[config.mk]
export PLATFORM = sky130hd
export DESIGN_NAME = reset_stage
export DESIGN_NICKNAME = d
export VERILOG_FILES = /design/src/rtl/test_run_controller_reset_stage.sv
export SDC_FILE = /design/constraint.sdc
export NUM_CORES = 1
export LEC_CHECK = 0
export BUFFER_PORTS_ARGS = -buffer_cell sky130_fd_sc_hd__buf_2
export CAP_MARGIN = 15
export CELL_PAD_IN_SITES_DETAIL_PLACEMENT = 1
export CELL_PAD_IN_SITES_GLOBAL_PLACEMENT = 2
export CORE_AREA = 2 2 47 92
export DETAILED_ROUTE_END_ITERATION = 10
export DIE_AREA = 0 0 49 94
export GPL_ROUTABILITY_DRIVEN = 1
export PLACE_DENSITY_LB_ADDON = 0.08
export SLEW_MARGIN = 5
export SYNTH_ARGS = -nofsm -noshare
export SYNTH_HDL_FRONTEND = slang
export SYNTH_SLANG_ARGS = --single-unit
[constraint.sdc]
create_clock -name clock -period 2.5 [get_ports clock]
set_input_delay 0.5 -clock clock [delete_from_list [all_inputs] [get_ports clock]]
set_output_delay 0.5 -clock clock [all_outputs]
set_load 0.01 [all_outputs]
[src/rtl/test_run_controller_reset_stage.sv]
// One sequenced reset output: captures its release delay on start and
// drops its reset (sticky) once the shared sequence counter reaches it.
module reset_stage #(
   parameter int DELAY_W = 16
) (
   input  logic               clock,
   input  logic               reset_n,
   input  logic               i_capture,
   input  logic               i_seq_en,
   input  logic               i_force,
   input  logic [DELAY_W-1:0] i_delay,
   input  logic [DELAY_W-1:0] i_seq_cnt,
   output logic               o_rst,
   output logic               o_clear
);
   logic [DELAY_W-1:0] r_delay;
   logic               r_rst;

   // Delay capture on start; reset is re-asserted on start/abort, released in sequence.
   always_ff @(posedge clock or negedge reset_n) begin
      if (!reset_n) begin
         r_delay <= '0;
         r_rst   <= 1'b1;
      end else if (i_capture) begin
         r_delay <= i_delay;
         r_rst   <= 1'b1;
      end else if (i_force) begin
         r_rst   <= 1'b1;
      end else if (i_seq_en && (i_seq_cnt >= r_delay)) begin
         r_rst   <= 1'b0;
      end else begin
         r_rst   <= r_rst;
      end
   end

   // Already released, or releasing on this edge: lets the FSM leave SEQ in step.
   assign o_clear = !r_rst || (i_seq_cnt >= r_delay);
   assign o_rst   = r_rst;

endmodule

# [Word level (Yosys, flattened, before mapping)]
# Cells that the tools add are included.
[word_totals] latchBits=0 romBits=0 inputBits=37 ramBits=0 memories=0 wordCells=10 out_inout_bits=2 register_bits=17
[classes] add_sub_neg=0 n_eq_ne=0 mul=0 n_div=0 reduce_logical=4 shifts=0 bitwise_logic=0 n_mux=3 magnitude_cmp=1
[op_table] cell="16-bit >= comparator" count=1
[op_table] cell="1-bit 2-to-1 mux" count=3
[op_table] cell="3-bit nonzero test" count=1
[op_table] cell="1-bit logical AND" count=1
[op_table] cell="1-bit zero test" count=1
[op_table] cell="1-bit logical OR" count=1

# [Logic depth before layout (Yosys ltp)]
# Gate-level depths: netlist of the first run.
[depth] depth_word=5 ltp_mapped=6 mapped_depth_nobuf=6

# [Worst setup path after synthesis of the first run]
# Ideal clock, no wire load.
[synth_timing] kind="input -> output" startpoint="input i_seq_cnt[0]" endpoint="output o_clear" n_path_buf=0 arrival_time_ps=1762 path_stages=6 slack_ps=238 path_cell_list="inv_1 ha_1 nand2b_4 a2111oi_4 a2111oi_2 or3_1"
[synth_between] elab_chain_len=2
[synth_rtl] item="start: declaration" line_no="12" source="input logic [DELAY_W-1:0] i_seq_cnt,"
[synth_rtl] item="16-bit >= comparator" line_no="37" source="assign o_clear = !r_rst || (i_seq_cnt >= r_delay);"
[synth_rtl] item="1-bit logical OR" line_no="37"
[synth_rtl] item="end: declaration" line_no="14" source="output logic o_clear"
# Every way passes these cells.

# [Worst setup path after layout of the first run]
[layout_timing] startpoint="register r_delay[0]" endpoint="output o_clear"
[layout_between] elab_chain_len=2
[layout_rtl] item="start: declaration" line_no="16" source="logic [DELAY_W-1:0] r_delay;"
[layout_rtl] item="start signal: assignment" line_no="25" source="r_delay <= i_delay;"
[layout_rtl] item="16-bit >= comparator" line_no="37"
[layout_rtl] item="1-bit logical OR" line_no="37"
# Every way passes these cells.

==> results by group, run 1 <==
Run status
  • Status: completed

Die
  • Die W: 49 um
  • I/O pins: 39
  • Placement row count: 32
  • Initial Util: 0.267
  • Die area: 4610 um2
  • Core area: 3880 um2
  • Die H: 94 um

Final layout
  • Fin nets: 203
  • FF+latch area: 427 um2
  • Area growth from synthesis to layout: 29.7%
  • # diodes: 0
  • Fill cell count: 481
  • Layout cells sized above 1: 0.315
  • Fin cells: 200
  • Multi-input logic area: 543 um2

Global route
  • Grt ovf: 0
  • Total GRT Usage: 0.119
  • Vias in the first global route: 947
  • First-pass GRT wire length: 4.13 mm
  • Largest net degree at the start of global routing: 33
  • Initial antenna violation count: 0

Clock network
  • Clk sink count: 17
  • H-tree depth: 1
  • Clock Latency Late Sink: 250 ps
  • Setup bufs post-CTS: 0
  • CTS Hold Bufs: 0
  • CTS tree: built
  • Clk buf depth: 2
  • Worst-path clk slew: 60 ps
  • Inserted Clock Buffers: 3
  • Root buffer cell: clkbuf_8

Critical path
  • CP Launch Type: register
  • CP arrival: 1990 ps
  • Worst Path Required: 2000 ps
  • Crit path kind: reg -> out
  • FF-to-FF End: o_rst$_DFFE_PN1P_
  • R2R cell count: 7
  • Critical Path End: o_clear
  • Worst R2R Setup Slack: 810 ps
  • Startpoint of the worst register-to-register path: r_delay[13]$_DFFE_PN0P_
  • Max Fanout on Critical Path: 2
  • Crit. End Element: output pin
  • Worst Setup SP: r_delay[0]$_DFFE_PN0P_

Timing
  • Final setup vio count: 0
  • Worst slew margin: 0.634
  • Slew Viols, Final: 0
  • Clock Skew: 3.03 ps
  • RSZ-0062 raised after global routing: yes
  • Hold Slack: 170 ps
  • Worst slew pin tran: 549 ps
  • Final period utilization: 0.997
  • Period minus WS final: 2490 ps
  • Fmax achieved: 401 MHz
  • Final Hold Viols: 0

Logic synthesis
  • Synth cell types: 24
  • Sequential-to-total area share from yosys stat: 0.412
  • Number of flops mapped to enable cells by yosys: 0
  • Synthesized area: 1040 um2
  • Synth Flop Type: dfrtp_1
  • Total nets after synthesis: 162
  • Syn Area/Cell: 9.50 um2
  • Share of the synthesized area in the top cell type: 0.386
  • Cell count after synthesis: 109
  • Synthesis-stage register bit count: 17
  • Commonest cells post-synth: inv_1 (18), nand2_1 (18), dfrtp_1 (16), ha_1 (16), o21ai_1 (14)
  • Area leader, netlist: dfrtp_1
  • Async S/R FF share, synth: 1.00
  • Synth area leaders: dfrtp_1 (39%), ha_1 (19%), o21ai_1 (6.8%)
  • Synth warnings: 0

Power
  • Part of the power in combinational logic: 0.247
  • Share of power burned in registers: 0.455
  • Total power: 0.000674 W
  • Clock power share: 0.299
  • Int Power: 0.000489 W
  • Switching Power: 0.000184 W
  • VDD IR max: 254 uV
  • PD cells: 501 nW/um2
  • Switch share: 0.273
  • Leak: 0.698 nW

Place
  • Placed cell count: 196
  • Post-DP HPWL: 1.97 mm
  • Global placement routability congestion: 0.646
  • Port Buffer Count: 38

Route
  • WL/cell: 12.0 um
  • Initial DRC count: 0
  • DR pass1 iterations: 1
  • Final wirelength: 2.40 mm
  • Detail Route Antenna Nets: 0
  • Vias after detailed routing: 913
  • Drc violations: 0
  • Via/cell ratio: 4.57

Hold path
  • HP Class: in -> async

Flow run
  • Max-cap violations: 0
[layout make-up]
cell class	count	share of cell area
well taps	51	0.0475
inverters	18	0.0503
flip-flops and latches	17	0.318
multi-input cells	71	0.404
repair buffers	39	0.147
clock buffers	4	0.0335
[critical path, stage by stage, from the launching register on]
cell       delay (ps)
dfrtp_1           380
ha_1              270
nand2b_4          150
a2111oi_4         330
a2111oi_4         100
or3_1             370
buf_2             150
[power by group through the flow]
stage / registers [W] / logic [W] / clock network [W]
floorplan: 0.000310 / 0.000104 / 0
global placement: 0.000311 / 0.000164 / 0
detailed placement: 0.000312 / 0.000168 / 0
CTS: 0.000307 / 0.000172 / 0.000213
global route: 0.000308 / 0.000195 / 0.000224
finish: 0.000306 / 0.000166 / 0.000201
[cell usage in the layout, fill, tap and decap left out, drive strengths merged, types with 2 or more instances in the layout]
cell type	count
a21o	2
nand2b	2
a21oi	4
inv	18
or3	2
nand4	2
ha	16
clkbuf	4
o21ai	16
dfrtp	16
buf	39
nand2	18
a2111oi	2
[stage by stage]
step | util | TNS (ps) | instance area (um2) | worst slack (ps)
final | 0.346 | 0 | 1340 | 8.21
after detailed placement | 0.331 | -5.89 | 1290 | -5.89
after global routing | 0.346 | -62.7 | 1340 | -62.7
after CTS | 0.346 | 0 | 1340 | 1.41
after global placement | 0.331 | 0 | 1290 | 20.8
after floorplan | - | 0 | 1040 | 238
[layer usage]
metal	wire [um]	global-route usage	vias up
met1	896	0.126	436
met2	1370	0.224	24
li1	-	-	449
met5	0	0	-
met3	81	0.0175	4
met4	44	0.0571	0
[sequential cells by signal, summed over array words and instances (netlist names)]
| name | flops |
|---|---|
| o_rst | 1 |
| r_delay | 16 |
[repair_timing]
item	4_1_cts	5_1_grt
resized for setup	1	0
pin swaps	2	3
gates cloned	0	0
setup endpoints to repair	1	1
[worst min path at each step]
| stage | slack [ps] | start | to | cells past startpoint |
|---|---|---|---|---|
| after floorplan | 200 | reset_n | r_delay[0]$_DFFE_PN0P_ | 0 |
| after global placement | 460 | reset_n | r_delay[2]$_DFFE_PN0P_ | 1 |
| after detailed placement | 450 | reset_n | r_delay[2]$_DFFE_PN0P_ | 1 |
| after CTS | 180 | reset_n | r_delay[2]$_DFFE_PN0P_ | 1 |
| after global routing | 190 | reset_n | r_delay[3]$_DFFE_PN0P_ | 1 |
| final | 170 | reset_n | r_delay[2]$_DFFE_PN0P_ | 1 |
[cell families (layout without fill, tap and decap cells)]
| family | count (synthesis) | count (layout) | share of synthesized area |
|---|---|---|---|
| adder cells (fa/ha/maj) | 16 | 16 | 0.193 |
| buffers and inverters | 21 | 61 | 0.0761 |
| AND/OR/NAND/NOR | 25 | 25 | 0.118 |
| flip-flops | 17 | 17 | 0.412 |
| multiplexers | 1 | 1 | 0.0109 |
| AO/OA/AOI/OAI | 29 | 29 | 0.190 |
No activity file was read; power rests on OpenSTA's default activity.
==> run 2: changes to the inputs <==
- BUFFER_PORTS_ARGS: -buffer_cell sky130_fd_sc_hd__buf_2 -> default
- CORE_AREA: 2 2 47 92 -> 2 2 41 80
- CTS_BUF_LIST: default -> sky130_fd_sc_hd__clkbuf_4
- DIE_AREA: 0 0 49 94 -> 0 0 43 82
- DONT_BUFFER_PORTS: default -> 1
==> run 2 against run 1 <==
Net effect: global-route usage up 2.5 points; design area down 12%; worst setup slack better by 47 ps; sequential share of layout area up 4.4 points; register-to-register slack better by 60 ps; total power down 7.6%; critical path type unchanged; largest cell class unchanged.
==> results by group, run 2 (same netlist as run 1, synthesis figures left out) <==
Clock network
  • Inserted Clock Buffers: 3 (unchanged)
  • Clk sink count: 17 (unchanged)
  • Clock Latency Late Sink: 290 ps (was 250 ps)
  • CTS tree: built (unchanged)
  • Worst-path clk slew: 110 ps (was 60 ps)
  • H-tree depth: 1 (unchanged)
  • Root buffer cell: clkbuf_4 (was clkbuf_8)
  • Clk buf depth: 2 (unchanged)

Final layout
  • # diodes: 0 (unchanged)
  • Most flop-heavy register: r_delay (unchanged)
  • Layout cells sized above 1: 0.170 (was 0.315)
  • Max reg flops: 16 (unchanged)
  • Fin cells: 142 (was 200)
  • Area growth from synthesis to layout: 13.9% (was 29.7%)
  • Commonest non-fill, non-tap cell in the layout: nand2_1 (was buf_2)
  • Final core utilization: 0.401 (was 0.346)
  • Design area: 1180 um2 (was 1340 um2)
  • Most frequent cells in the layout: nand2_1 (17), dfrtp_1 (16), inv_1 (15) (was buf_2 (38), inv_1 (18), nand2_1 (18))
  • Fin nets: 166 (was 203)

Timing
  • Clock Skew: 6.56 ps (was 3.03 ps)
  • Worst slew pin tran: 775 ps (was 549 ps)
  • Worst slew margin: 0.482 (was 0.634)
  • Final Hold Viols: 0 (unchanged)
  • Period minus WS final: 2450 ps (was 2490 ps)
  • RSZ-0062 raised after global routing: yes (unchanged)
  • Fmax achieved: 409 MHz (was 401 MHz)
  • Slew Viols, Final: 0 (unchanged)
  • Final setup vio count: 0 (unchanged)
  • Final period utilization: 0.978 (was 0.997)

Run status
  • Status: completed (unchanged)

Power
  • Switch share: 0.289 (was 0.273)
  • Total power: 0.000622 W (was 0.000674 W)
  • Clock power share: 0.264 (was 0.299)
  • Leak: 0.548 nW (was 0.698 nW)
  • Share of power burned in registers: 0.494 (was 0.455)
  • Int Power: 0.000442 W (was 0.000489 W)
  • VDD IR max: 274 uV (was 254 uV)
  • Switching Power: 0.000180 W (was 0.000184 W)
  • Part of the power in combinational logic: 0.241 (was 0.247)
  • PD cells: 527 nW/um2 (was 501 nW/um2)

Global route
  • Largest net degree at the start of global routing: 33 (unchanged)
  • Total GRT Usage: 0.144 (was 0.119)
  • Vias in the first global route: 856 (was 947)
  • Grt ovf: 0 (unchanged)
  • Initial antenna violation count: 0 (unchanged)
  • First-pass GRT wire length: 3.71 mm (was 4.13 mm)

Place
  • Post-DP HPWL: 1.77 mm (was 1.97 mm)
  • Port Buffer Count: 0 (was 38)
  • Placed cell count: 136 (was 196)
  • Global placement routability congestion: 0.725 (was 0.646)
  • Placed Area: 1060 um2 (was 1290 um2)

Flow run
  • Max-cap violations: 0 (unchanged)

Die
  • Die H: 82 um (was 94 um)
  • Initial Util: 0.352 (was 0.267)
  • Die W: 43 um (was 49 um)
  • I/O pins: 39 (unchanged)
  • Placement row count: 28 (was 32)
  • Die area: 3530 um2 (was 4610 um2)
  • Core area: 2940 um2 (was 3880 um2)

Critical path
  • CP arrival: 1950 ps (was 1990 ps)
  • FF-to-FF End: o_rst$_DFFE_PN1P_ (unchanged)
  • Worst Path Required: 2000 ps (about the same)
  • R2R cell count: 6 (was 7)
  • Crit path kind: reg -> out (unchanged)
  • Worst R2R Setup Slack: 870 ps (was 810 ps)
  • CP Launch Type: register (unchanged)
  • Max Fanout on Critical Path: 2 (unchanged)
  • Startpoint of the worst register-to-register path: r_delay[12]$_DFFE_PN0P_ (was r_delay[13]$_DFFE_PN0P_)
  • Crit. End Element: output pin (unchanged)

Route
  • WL/cell: 16.2 um (was 12.0 um)
  • DR pass1 iterations: 2 (was 1)
  • Via/cell ratio: 5.32 (was 4.57)
  • Initial DRC count: 4 (was 0)
  • Final wirelength: 2.30 mm (was 2.40 mm)
  • Vias after detailed routing: 755 (was 913)
  • Detail Route Antenna Nets: 0 (unchanged)
  • Drc violations: 0 (unchanged)

Hold path
  • HP Class: in -> async (unchanged)
[run 2: cell types whose count changed in the layout (fill, tap and decap cells not counted), sizes merged]
cell / delta
buf: -38
dlygate4sd3: +1
[run 2: worst max path at each step]
stage	to	slack [ps]	start
5_1_grt	o_clear	-60	r_delay[0]$_DFFE_PN0P_
3_5_place_dp	o_clear	170	i_seq_cnt[0]
3_3_place_gp	o_clear	200	i_seq_cnt[0]
4_1_cts	o_clear	10	r_delay[0]$_DFFE_PN0P_
2_1_floorplan	o_clear	240	i_seq_cnt[0]
6_report	o_clear	50	r_delay[0]$_DFFE_PN0P_
[run 2: repair_timing]
item / in CTS / in global routing
hold endpoints to repair: 16 / 0
endpoints found under the setup margin: 1 / 1
pin swaps: 1 / 6
setup buffers: 0 / 1
hold buffers: 1 / 0
resized for setup: 2 / 8
[run 2: power by group through the flow]
stage / clock (W) / sequential, W / combinational (W)
final: 0.000165 / 0.000308 / 0.000150
after global routing: 0.000182 / 0.000310 / 0.000174
after CTS: 0.000175 / 0.000307 / 0.000138
after detailed placement: 0 / 0.000313 / 0.000124
after global placement: 0 / 0.000312 / 0.000118
after floorplan: 0 / 0.000310 / 0.000104
[run 2: critical path: stages (launching register included)]
cell	delay (ps)
dfrtp_1	400
ha_1	270
nand2b_4	140
a2111oi_4	350
a2111oi_4	100
or3_4	400
[run 2: through the flow]
| stage | setup WS [ps] | setup TNS [ps] | hold slack [ps] |
|---|---|---|---|
| CTS | 13.7 | 0 | 16.0 |
| global placement | 200 | 0 | 205 |
| floorplan | 238 | 0 | 204 |
| global route | -55.0 | -55.0 | 9.58 |
| finish | 54.9 | 0 | 30.9 |
| detailed placement | 170 | 0 | 205 |
[run 2: metal layers]
| layer | global-route usage | share of wire | vias to the layer above |
|---|---|---|---|
| met2 | 0.264 | 0.56 | 24 |
| met4 | 0.0727 | 0.011 | 0 |
| li1 | - | - | 377 |
| met5 | 0 | 0 | - |
| met1 | 0.155 | 0.38 | 352 |
| met3 | 0.0264 | 0.056 | 2 |
[run 2: cell type report]
| type | count | area, um2 |
|---|---|---|
| tap | 30 | 37.5 |
| clock buffer | 4 | 30.0 |
| sequential | 17 | 427 |
| multi-input combinational | 71 | 601 |
| fill | 354 | 1760 |
| timing repair buffer | 2 | 17.5 |
| inverter | 18 | 67.6 |
